==> src/rtl/data_memory_ws_if.sv <==
// Request/response bundle between the processor control path and data_memory_ws.
// The master issues requests; the slave (the memory) returns data, status and completion.
interface data_memory_ws_if #(
   parameter int DATA_W = 8,
   parameter int ADDR_W = 5
);
   logic [ADDR_W-1:0] address;
   logic [DATA_W-1:0] writeData;
   logic              MemRead;
   logic              MemWrite;
   logic [DATA_W-1:0] dataOut;
   logic              ready;
   logic              busy;
   logic              error;

   modport master (
      output address, writeData, MemRead, MemWrite,
      input  dataOut, ready, busy, error
   );

   modport slave (
      input  address, writeData, MemRead, MemWrite,
      output dataOut, ready, busy, error
   );
endinterface

==> src/rtl/data_memory_ws.sv <==
// Single-port data memory with a programmable number of wait states per access.
// Operands are latched on acceptance; completion is signalled by a one-cycle ready pulse.
module data_memory_ws #(
   parameter int DATA_W      = 8,
   parameter int ADDR_W      = 5,
   parameter int DEPTH       = 24,
   parameter int WAIT_STATES = 2,
   parameter int PRELOAD     = 1
) (
   input  logic             clock,
   input  logic             reset,
   data_memory_ws_if.slave  bus
);
   typedef enum logic {IDLE, BUSY} state_t;
   typedef logic [DATA_W-1:0] mem_t [DEPTH];

   // Power-up image of the array; reset never touches the contents.
   function automatic mem_t f_init_mem();
      mem_t m;
      for (int i = 0; i < DEPTH; i++) begin
         m[i] = '0;
         if (PRELOAD != 0) begin
            case (i)
               0:       m[i] = DATA_W'(1);
               1:       m[i] = DATA_W'(15);
               2:       m[i] = DATA_W'(5);
               default: m[i] = '0;
            endcase
         end
      end
      return m;
   endfunction

   mem_t r_mem = f_init_mem();

   state_t            r_state;
   state_t            w_state_next;
   logic [3:0]        r_counter;
   logic [3:0]        w_counter_next;
   logic [ADDR_W-1:0] r_addr;
   logic [DATA_W-1:0] r_wdata;
   logic              r_op_write;
   logic [DATA_W-1:0] r_data_out;
   logic              r_ready;
   logic              r_error;
   logic              w_start;
   logic              w_reject;
   logic              w_complete;
   logic              w_in_range;

   assign w_in_range = (32'(r_addr) < DEPTH);

   always_ff @(posedge clock) begin
      if (reset) begin
         r_state   <= IDLE;
         r_counter <= '0;
      end else begin
         r_state   <= w_state_next;
         r_counter <= w_counter_next;
      end
   end

   always_comb begin
      w_state_next   = r_state;
      w_counter_next = r_counter;
      w_start        = 1'b0;
      w_reject       = 1'b0;
      w_complete     = 1'b0;
      case (r_state)
         IDLE: begin
            if (bus.MemRead && bus.MemWrite) begin
               w_reject = 1'b1;
            end else if (bus.MemRead || bus.MemWrite) begin
               w_start        = 1'b1;
               w_counter_next = 4'(WAIT_STATES);
               w_state_next   = BUSY;
            end
         end
         BUSY: begin
            // Request inputs are deliberately not looked at here: operands are already latched.
            if (r_counter != 4'd0) begin
               w_counter_next = r_counter - 4'd1;
            end else begin
               w_complete   = 1'b1;
               w_state_next = IDLE;
            end
         end
         default: w_state_next = IDLE;
      endcase
   end

   always_ff @(posedge clock) begin
      if (reset) begin
         r_addr     <= '0;
         r_wdata    <= '0;
         r_op_write <= 1'b0;
         r_data_out <= '0;
         r_ready    <= 1'b0;
         r_error    <= 1'b0;
      end else begin
         r_ready <= 1'b0;
         r_error <= 1'b0;
         if (w_start) begin
            r_addr     <= bus.address;
            r_wdata    <= bus.writeData;
            r_op_write <= bus.MemWrite;
         end
         if (w_reject) begin
            r_error <= 1'b1;
         end
         if (w_complete) begin
            r_ready <= 1'b1;
            if (!w_in_range) begin
               r_error <= 1'b1;
               if (!r_op_write) begin
                  r_data_out <= '0;
               end
            end else if (!r_op_write) begin
               r_data_out <= r_mem[r_addr];
            end
         end
      end
   end

   // Array write kept in its own reset-free process; a reset edge suppresses completion.
   always_ff @(posedge clock) begin
      if (!reset && w_complete && r_op_write && w_in_range) begin
         r_mem[r_addr] <= r_wdata;
      end
   end

   assign bus.dataOut = r_data_out;
   assign bus.ready   = r_ready;
   assign bus.error   = r_error;
   assign bus.busy    = (r_state == BUSY);
endmodule

==> src/flat_wrapper.sv <==
// flat-port wrapper written by rule: the top's interface ports become plain ports
module data_memory_ws_flat 
#(
   parameter int DATA_W      = 8,
   parameter int ADDR_W      = 5,
   parameter int DEPTH       = 24,
   parameter int WAIT_STATES = 2,
   parameter int PRELOAD     = 1
)
  (clock, reset, bus_address, bus_writeData, bus_MemRead, bus_MemWrite, bus_dataOut, bus_ready, bus_busy, bus_error);
  data_memory_ws_if #(.DATA_W(DATA_W), .ADDR_W(ADDR_W)) bus_i ();
  input  logic clock;
  input  logic reset;
  input wire logic [$bits(bus_i.address)-1:0] bus_address;
  input wire logic [$bits(bus_i.writeData)-1:0] bus_writeData;
  input wire logic [$bits(bus_i.MemRead)-1:0] bus_MemRead;
  input wire logic [$bits(bus_i.MemWrite)-1:0] bus_MemWrite;
  output wire logic [$bits(bus_i.dataOut)-1:0] bus_dataOut;
  output wire logic [$bits(bus_i.ready)-1:0] bus_ready;
  output wire logic [$bits(bus_i.busy)-1:0] bus_busy;
  output wire logic [$bits(bus_i.error)-1:0] bus_error;
  assign bus_i.address = bus_address;
  assign bus_i.writeData = bus_writeData;
  assign bus_i.MemRead = bus_MemRead;
  assign bus_i.MemWrite = bus_MemWrite;
  assign bus_dataOut = bus_i.dataOut;
  assign bus_ready = bus_i.ready;
  assign bus_busy = bus_i.busy;
  assign bus_error = bus_i.error;
  data_memory_ws #(.DATA_W(DATA_W), .ADDR_W(ADDR_W), .DEPTH(DEPTH), .WAIT_STATES(WAIT_STATES), .PRELOAD(PRELOAD)) u_core (.clock(clock), .reset(reset), .bus(bus_i));
endmodule
==> config.mk <==
export PLATFORM = sky130hd
export DESIGN_NAME = data_memory_ws_flat
export DESIGN_NICKNAME = d
export VERILOG_FILES = /design/src/rtl/data_memory_ws_if.sv /design/src/rtl/data_memory_ws.sv /design/src/flat_wrapper.sv
export SDC_FILE = /design/constraint.sdc
export NUM_CORES = 1
export LEC_CHECK = 0
export CELL_PAD_IN_SITES_DETAIL_PLACEMENT = 0
export CELL_PAD_IN_SITES_GLOBAL_PLACEMENT = 1
export CORE_ASPECT_RATIO = 1.25
export CORE_MARGIN = 4
export CORE_UTILIZATION = 45
export CTS_CLUSTER_DIAMETER = 40
export DETAILED_ROUTE_END_ITERATION = 8
export PLACE_DENSITY = 0.71
export SLEW_MARGIN = 25
export SYNTH_ARGS = -nofsm -noshare
export SYNTH_HDL_FRONTEND = slang
export SYNTH_SLANG_ARGS = --single-unit
==> constraint.sdc <==
create_clock -name clock -period 2.9 [get_ports clock]
set_clock_uncertainty 0.2 [all_clocks]
set_input_delay 0.435 -clock clock [delete_from_list [all_inputs] [get_ports clock]]
set_output_delay 0.435 -clock clock [all_outputs]
set_load 0.1 [all_outputs]
# After elaboration in Yosys (flattened, before gate mapping)
# Memory sizes are Yosys's and may differ from the RTL's. A register that Yosys moved wholly into a read port is not among the register bits.
# Cells that the tools add are included.
[totals] reg_bits=29 latch_bits=0 ram_bits=192 romBits=0 output_inout_bits=11 elab_cells=49 mem_count=1
[mem_list] memory="u_core.r_mem" words=24 word_bits=8 read_ports=1 rd_clocked_by_memory_dff=1 write_ports=1 line="data_memory_ws.sv:34" source="mem_t r_mem = f_init_mem();"
[op_classes] add_sub_neg=1 n_mul=0 div=0 n_lt_le_gt_ge=1 eq_ne=3 shifts=0 n_mux=24 bitwise=2 n_reduce_logical=9
[op_table] cell="$mux 8" n=3
[op_table] cell="$mux 1" n=14
[op_table] cell="$mux 4" n=3
[op_table] cell="$mux 5" n=2
[op_table] cell="$pmux 4 s2" n=1
[op_table] cell="$lt 5x5->1 const B" n=1
[op_table] cell="$logic_and 1x1->1" n=4
[op_table] cell="$ne 2x2->1 const B" n=2
[op_table] cell="$reduce_bool 4->1" n=1
[op_table] cell="$sub 4x1->4 const B" n=1
[op_table] cell="$reduce_and 3->1" n=1
[op_table] cell="$ne 2x1->1 const B" n=1
[op_table] cell="$not 1->1" n=2
[op_table] cell="$pmux 1 s2" n=1
[op_table] cell="$reduce_and 2->1" n=1
[op_table] cell="$logic_not 1->1" n=1
[op_table] cell="$logic_or 1x1->1" n=1

# Longest topological paths before layout
# Gate-level depths: netlist (run 1).
[logic_depth] word_depth=8 mapped_depth=7 depth_no_buf=6

# Worst setup path before layout (run 1)
# No wires, ideal clock.
[synth_timing] path_kind="register -> register" startpoint="register u_core.r_state, in the netlist u_core.bus.busy" endpoint="memory u_core.r_mem[0][0] (netlist bit), enable pin" setup_time_ps=370 t_arrival_ps=2642 required_time_ps=2330 setup_slack_ps=-312 stages_incl_launch_ff=6 path_buffers=1 cell_sequence="dfxtp_1 > nand4bb_2 > a2111oi_4 > or3b_1 > buf_2 > nor2_1"
[synth_between] elab_chain_len=6
[synth_rtl] item="start: declaration" line="data_memory_ws.sv:36" source="state_t r_state;"
[synth_rtl] item="start signal: assignment" line="data_memory_ws.sv:58" source="r_state <= w_state_next;"
[synth_rtl] item="$mux 1" line="data_memory_ws.sv:69" source="case (r_state)"
[synth_rtl] item="$logic_and 1x1->1 (3 in series)" line="data_memory_ws.sv:127" source="if (!reset && w_complete && r_op_write && w_in_range) begin"
[synth_rtl] item="$mux 1" line="data_memory_ws.sv:127"
[synth_rtl] item="$mux 1 (not written as such)" line="data_memory_ws.sv:128" source="r_mem[r_addr] <= r_wdata;"
[synth_rtl] item="end: declaration" line="data_memory_ws.sv:34"
# No other way between the ends.

# Worst setup path after layout (run 1)
[layout_timing] startpoint="register u_core.r_counter[0]" endpoint="memory u_core.r_mem[16][6] (netlist bit), enable pin"
[layout_between] elab_chain_len=8
[layout_rtl] item="start: declaration" line="data_memory_ws.sv:38" source="logic [3:0] r_counter;"
[layout_rtl] item="start signal: assignment" line="data_memory_ws.sv:59" source="r_counter <= w_counter_next;"
[layout_rtl] item="$reduce_bool 4->1" line="data_memory_ws.sv:81" source="if (r_counter != 4'd0) begin"
[layout_rtl] item="$mux 1" line="data_memory_ws.sv:81"
[layout_rtl] item="$mux 1" line="data_memory_ws.sv:69"
[layout_rtl] item="$logic_and 1x1->1 (3 in series)" line="data_memory_ws.sv:127"
[layout_rtl] item="$mux 1" line="data_memory_ws.sv:127"
[layout_rtl] item="$mux 1 (not written as such)" line="data_memory_ws.sv:128"
# No other way between the ends.

==> flow_metrics.py, run 1 <==
metrics = {
    "status": {
        "status": "finished clean",
    },
    "sta": {
        "setup_viol": 0,
        "finalWorstSetupSlack_ns": 0.3227,
        "maxSlewHeadroom_pct": 30.32,
        "post-route-period-util_pct": 88.87,
        "timing.fmax_mhz": 388.0,
        "tightest_slew_ns": 1.044,
        "post-route-min-period_ns": 2.577,
        "setup_tns_ns": 0,
        "rsz0062_at_grt": "false",
        "maxSlewViolCount": 0,
        "hold_viol": 0,
    },
    "global_routing": {
        "grt_pass1_vias": 4754,
        "grt_antenna_before_repair": 0,
        "grt_pass1_wl_um": 27500,
        "gr-total-overflow": 0,
        "grt_usage_pct": 16.61,
        "grt_max_degree": 35,
    },
    "setup_path": {
        "cp_top_family": "simple AND/OR/NAND/NOR gates",
        "endpoint_kind": "flip-flop",
        "critPathKind": "flip-flop to flip-flop",
        "startpoint_type": "flip-flop",
        "critical_path_buf_inv_count": 2,
        "cp_slowest_cell": "or3b_1",
        "cp_max_fo": 8,
        "path_cells": "inv_1, ha_1, nand4bb_2, a2111oi_4, or3b_1, nor2_1, buf_4",
        "r2r_slack_ns": 0.32,
        "cp_slowest_stage_delay_ns": 0.56,
        "crit_arrival_ns": 2.59,
        "required_ns": 2.91,
    },
    "final_layout": {
        "final_cells": 780,
        "multi_input_area_um2": 2022,
        "n_fill_cell": 1470,
        "nNetsFinal": 548,
        "diodes": 0,
        "seq_area_um2": 6451,
        "utilization_pct": 54.49,
        "area_delta_synth_final_pct": 19.06,
        "drive_gt1_share_pct": 28.65,
    },
    "clock_tree": {
        "cts_max_path_buffers": 3,
        "hold_buffers": 0,
        "clk_pin_slew_worst_paths_ns": 0.06,
        "clkLatencyLatePin_ns": 0.51,
        "clkSinkCount": 226,
        "post_cts_buffers": 0,
        "htree_levels": 1,
        "cts_tree": "built",
        "post_cts_resize_count": 0,
        "root_buffer": "clkbuf_16",
        "cts_inserted_buffers": 27,
    },
    "power": {
        "leakage_uw": 0.003366,
        "cellPowerDensity_nw_per_um2": 743.8,
        "ir_drop_uv": 485.9,
    },
    "drt": {
        "antenna_left": 0,
        "drc_errors": 0,
        "drtPass1Iterations": 5,
        "post_drt_via_cell_ratio": 5.646,
        "drt-initial-drc-count": 378,
        "dr_total_vias": 4404,
        "avgRoutedWirePerCell_um": 22.21,
        "routed_wl_um": 17320,
    },
    "synthesis": {
        "synth_enable_flop_cells": 192,
        "synthArstFlopShare_pct": 0,
        "ys.flop_type": "edfxtp_1",
        "netlist_top_cells_count": "192 x edfxtp_1, 48 x mux4_2, 34 x dfxtp_1",
        "ys_top_cells_by_area": "edfxtp_1 67%, mux4_2 13%, dfxtp_1 7.9%, nand2_1 1.3%, nor2_1 1.3%",
        "yosysMostFrequentCell": "edfxtp_1",
        "yosysTopAreaCellShare_pct": 67.08,
        "synthCells": 455,
        "ys_types": 35,
        "synth_seq_cells": 226,
        "netlist_area_um2": 8594,
        "syn_area_per_cell_um2": 18.89,
        "yosysTopAreaCell": "edfxtp_1",
        "ys_seq_area_share_pct": 75.00,
        "synth.net_count": 475,
        "ys_warn_count": 0,
    },
    "floorplanning": {
        "start_util_pct": 45.77,
        "die_area_um2": 21390,
        "core_um2": 18780,
        "die_w_um": 131.6,
        "die_y_um": 162.5,
        "fp-row-count": 56,
        "pin_count": 28,
    },
    "placement": {
        "gp_congestion": 0.7703,
        "dp_hpwl_um": 11100,
        "portBuffers": 27,
        "pre_cts_slack_ns": 0.1404,
        "dp_cells": 731,
    },
    "job": {
        "maxCapViolCount": 0,
    },
    "worst_hold_path": {
        "min_path_type": "input pin to flip-flop",
    },
}
-- final cells by class --
class	instances	share of cell area [%]
Clock buffer	31	7.361
Multi-Input combinational cell	201	19.76
Sequential cell	226	63.05
Inverter	6	0.2201
Timing Repair Buffer	66	5.356
Tap cell	232	2.837
Clock inverter	18	1.418
-- registers in the layout (all words and copies together), names as in the netlist, named ones only --
register            cells
u_core.bus.busy         1
u_core.bus.error        1
u_core.r_op_write       1
u_core.r_wdata          8
u_core.bus.ready        1
u_core.bus.dataOut      8
u_core.r_addr           5
u_core.r_mem          192
u_core.r_counter        4
-- cells in the final DEF (no fill, tap or decap), types with 6 or more instances in the layout --
master	netlist	routed
o21ai_0	7	7
buf_4	1	49
nor2_1	30	30
dfxtp_1	34	30
clkbuf_16	0	29
edfxtp_1	192	192
clkdlybuf4s50_1	0	16
inv_6	0	7
mux4_2	48	48
inv_1	6	6
nand2_1	30	30
a221oi_1	8	8
o22a_1	8	8
a32o_1	8	8
mux2i_1	8	8
a21oi_1	19	19
-- per-stage QoR --
stage          hold WS (ns)  instance area [µm²]  power (µW)
3_5_place_dp         0.2672                 9333        4418
3_3_place_gp         0.2535                 9333        4398
2_1_floorplan        0.2472                 8596        4185
5_1_grt              0.2843                10230        7873
6_report             0.2776                10230        7610
4_1_cts              0.2522                10230        7687
-- per-layer routing --
layer	GRT usage, %	vias up	part of all wire, %
li1	-	1989	-
met1	21.48	2262	42
met2	28.91	119	51
met3	2.874	34	4.7
met4	5.301	0	2.4
met5	0	-	0
-- power by group --
group	leakage, µW	internal (µW)	total, µW	switching, µW
combinational	0.000862	249	614	365
sequential	0.00207	3600	3730	127
clock	0.000434	1910	3270	1360
total	0.00337	5760	7610	1850
-- worst reg2reg max path, cell delays in order (launching register included) --
cell and delay, ns:
dfxtp_1 0.32, inv_1 0.07, ha_1 0.21, nand4bb_2 0.20
a2111oi_4 0.37, or3b_1 0.56, nor2_1 0.16, buf_4 0.19
-- path summary, 6_finish.rpt --
check                           cells after the start                                from                                  to
worst max register to register                      7    u_core.r_counter[0]$_SDFFE_PP0P_       u_core.r_mem[16][6]$_DFFE_PP_
worst max-delay path                                7    u_core.r_counter[0]$_SDFFE_PP0P_       u_core.r_mem[16][6]$_DFFE_PP_
worst min-delay path                                3                    bus_writeData[0]      u_core.r_wdata[0]$_SDFFE_PP0P_
worst min register to register                      1  u_core.bus.dataOut[2]$_SDFFE_PP0P_  u_core.bus.dataOut[2]$_SDFFE_PP0P_
-- cell families (layout without fill, tap and decap cells) --
group / after synthesis / after routing / share of synthesized area, %
fa+ha+maj: 3 / 3 / 0.4368
buf+inv: 28 / 121 / 1.470
mux: 56 / 56 / 13.51
flops: 226 / 226 / 75.00
compound gates: 57 / 57 / 4.804
simple gates: 85 / 85 / 4.775
Note: power is estimated with default switching activity, not from simulation.
==> run 2: changes to the inputs <==
--- a/config.mk
+++ b/config.mk
@@ -12,7 +12,7 @@
 export CORE_UTILIZATION = 45
 export CTS_CLUSTER_DIAMETER = 40
 export DETAILED_ROUTE_END_ITERATION = 8
-export PLACE_DENSITY = 0.71
+export PLACE_DENSITY = 0.68
 export SLEW_MARGIN = 25
 export SYNTH_ARGS = -nofsm -noshare
 export SYNTH_HDL_FRONTEND = slang
==> flow_metrics.py, run 2 (synthesized netlist as in run 1, its figures left out) <==
metrics = {
    "setup_path": {
        "required_ns": 2.92,
        "r2r_slack_ns": 0.31,
        "crit_arrival_ns": 2.61,
        "reg2reg_depth": 7,
        "endpoint_kind": "flip-flop",
        "critPathKind": "flip-flop to flip-flop",
        "cp_max_fo": 8,
        "startpoint_type": "flip-flop",
        "rr_endpoint": "u_core.r_mem[8][0]$_DFFE_PP_",
        "crit-reg2reg-launch": "u_core.r_counter[0]$_SDFFE_PP0P_",
    },
    "drt": {
        "avgRoutedWirePerCell_um": 22.24,
        "drt-initial-drc-count": 342,
        "post_drt_via_cell_ratio": 5.568,
        "routed_wl_um": 17240,
        "drtPass1Iterations": 4,
        "dr_total_vias": 4315,
        "antenna_left": 0,
        "drc_errors": 0,
    },
    "sta": {
        "rsz0062_at_grt": "false",
        "timing.fmax_mhz": 386.4,
        "setup_tns_ns": 0,
        "post-route-min-period_ns": 2.588,
        "setup_viol": 0,
        "tightest_slew_ns": 0.9863,
        "maxSlewViolCount": 0,
        "post-route-period-util_pct": 89.24,
        "maxSlewHeadroom_pct": 34.16,
        "hold_viol": 0,
        "finalWorstSetupSlack_ns": 0.3120,
    },
    "floorplanning": {
        "die_y_um": 162.5,
        "start_util_pct": 45.77,
        "core_um2": 18780,
        "die_area_um2": 21390,
        "die_w_um": 131.6,
        "fp-row-count": 56,
        "pin_count": 28,
    },
    "placement": {
        "dp_hpwl_um": 11070,
        "pre_cts_slack_ns": 0.1480,
        "portBuffers": 27,
        "gp_congestion": 0.7623,
    },
    "clock_tree": {
        "htree_levels": 1,
        "post_cts_resize_count": 0,
        "post_cts_buffers": 0,
        "cts_inserted_buffers": 26,
        "hold_buffers": 0,
        "clk_pin_slew_worst_paths_ns": 0.06,
        "root_buffer": "clkbuf_16",
        "clkSinkCount": 226,
        "cts_tree": "built",
        "cts_max_path_buffers": 3,
        "clkLatencyLatePin_ns": 0.52,
    },
    "global_routing": {
        "grt_pass1_vias": 4590,
        "grt_usage_pct": 16.41,
        "grt_pass1_wl_um": 26950,
        "grt_max_degree": 35,
        "grt_antenna_before_repair": 0,
        "gr-total-overflow": 0,
    },
    "status": {
        "status": "finished clean",
    },
    "worst_hold_path": {
        "min_from": "bus_writeData[5]",
        "min_path_type": "input pin to flip-flop",
        "hold_depth": 3,
        "min_to": "u_core.r_wdata[5]$_SDFFE_PP0P_",
    },
    "final_layout": {
        "utilization_pct": 54.35,
        "final_cell_mix": "192 x edfxtp_1, 48 x mux4_2, 43 x buf_4, 30 x nor2_1, 30 x nand2_1",
        "drive_gt1_share_pct": 27.99,
        "area_delta_synth_final_pct": 18.75,
        "layout_commonest_cell": "edfxtp_1",
        "diodes": 0,
        "largest_reg_flops": 192,
        "regMostFlops": "u_core.r_mem",
        "nNetsFinal": 543,
    },
    "power": {
        "cellPowerDensity_nw_per_um2": 741.6,
        "leakage_uw": 0.003349,
        "ir_drop_uv": 391.4,
    },
    "job": {
        "maxCapViolCount": 0,
    },
}
run 2: final cells by class:
class                      instances  area (µm²)
timing repair buffer              62       543.0
clock inverter                    17       185.2
tap                              232       290.3
sequential                       226        6454
fill                            1496        8572
clock buffer                      31       689.4
multi-input combinational        201        2022
inverter                           6       22.52
run 2: routing by layer:
layer  global-route usage (%)  vias up  wire (µm)
li1                         -     1967          -
met5                        0        -          0
met3                    2.349       27        646
met1                    21.65     2237       7392
met2                    28.95       84       8895
met4                    4.250        0        303
run 2: how the worst max path moves through the flow:
| stage | start | to | slack (ns) | cells after the start |
|---|---|---|---|---|
| 6_report | u_core.r_counter[0]$_SDFFE_PP0P_ | u_core.r_mem[8][0]$_DFFE_PP_ | 0.31 | 7 |
| 5_1_grt | u_core.r_counter[0]$_SDFFE_PP0P_ | u_core.r_mem[8][0]$_DFFE_PP_ | 0.17 | 7 |
| 4_1_cts | u_core.r_counter[0]$_SDFFE_PP0P_ | u_core.r_mem[8][0]$_DFFE_PP_ | 0.31 | 7 |
| 3_5_place_dp | reset | u_core.r_mem[8][7]$_DFFE_PP_ | 0.15 | 5 |
| 3_3_place_gp | reset | u_core.r_mem[20][4]$_DFFE_PP_ | 0.19 | 5 |
| 2_1_floorplan | u_core.bus.busy$_SDFF_PP0_ | u_core.r_mem[0][0]$_DFFE_PP_ | 0.09 | 5 |
run 2: worst max-delay path: stages (launching register included):
cell and delay (ns):
dfxtp_1 0.32, inv_1 0.07, ha_1 0.22, nand4bb_2 0.17, a2111oi_4 0.37, or3b_1 0.57, nor2_1 0.18, buf_4 0.19
run 2: through the flow:
stage                     instances  hold slack (ns)  cell area (µm²)  total power [µW]
after global placement          727           0.2559             9328              4401
final                           775           0.2604            10210              7569
after global routing            775           0.2661            10210              7856
after CTS                       775           0.2446            10200              7645
after detailed placement        727           0.2614             9328              4418
after floorplan                 455           0.2472             8596              4185
run 2: power breakdown:
group          total [µW]  internal [µW]  switching, µW  leakage, µW
clock                3230           1920           1310     0.000429
sequential           3730           3600            126      0.00207
combinational         608            248            360     0.000849
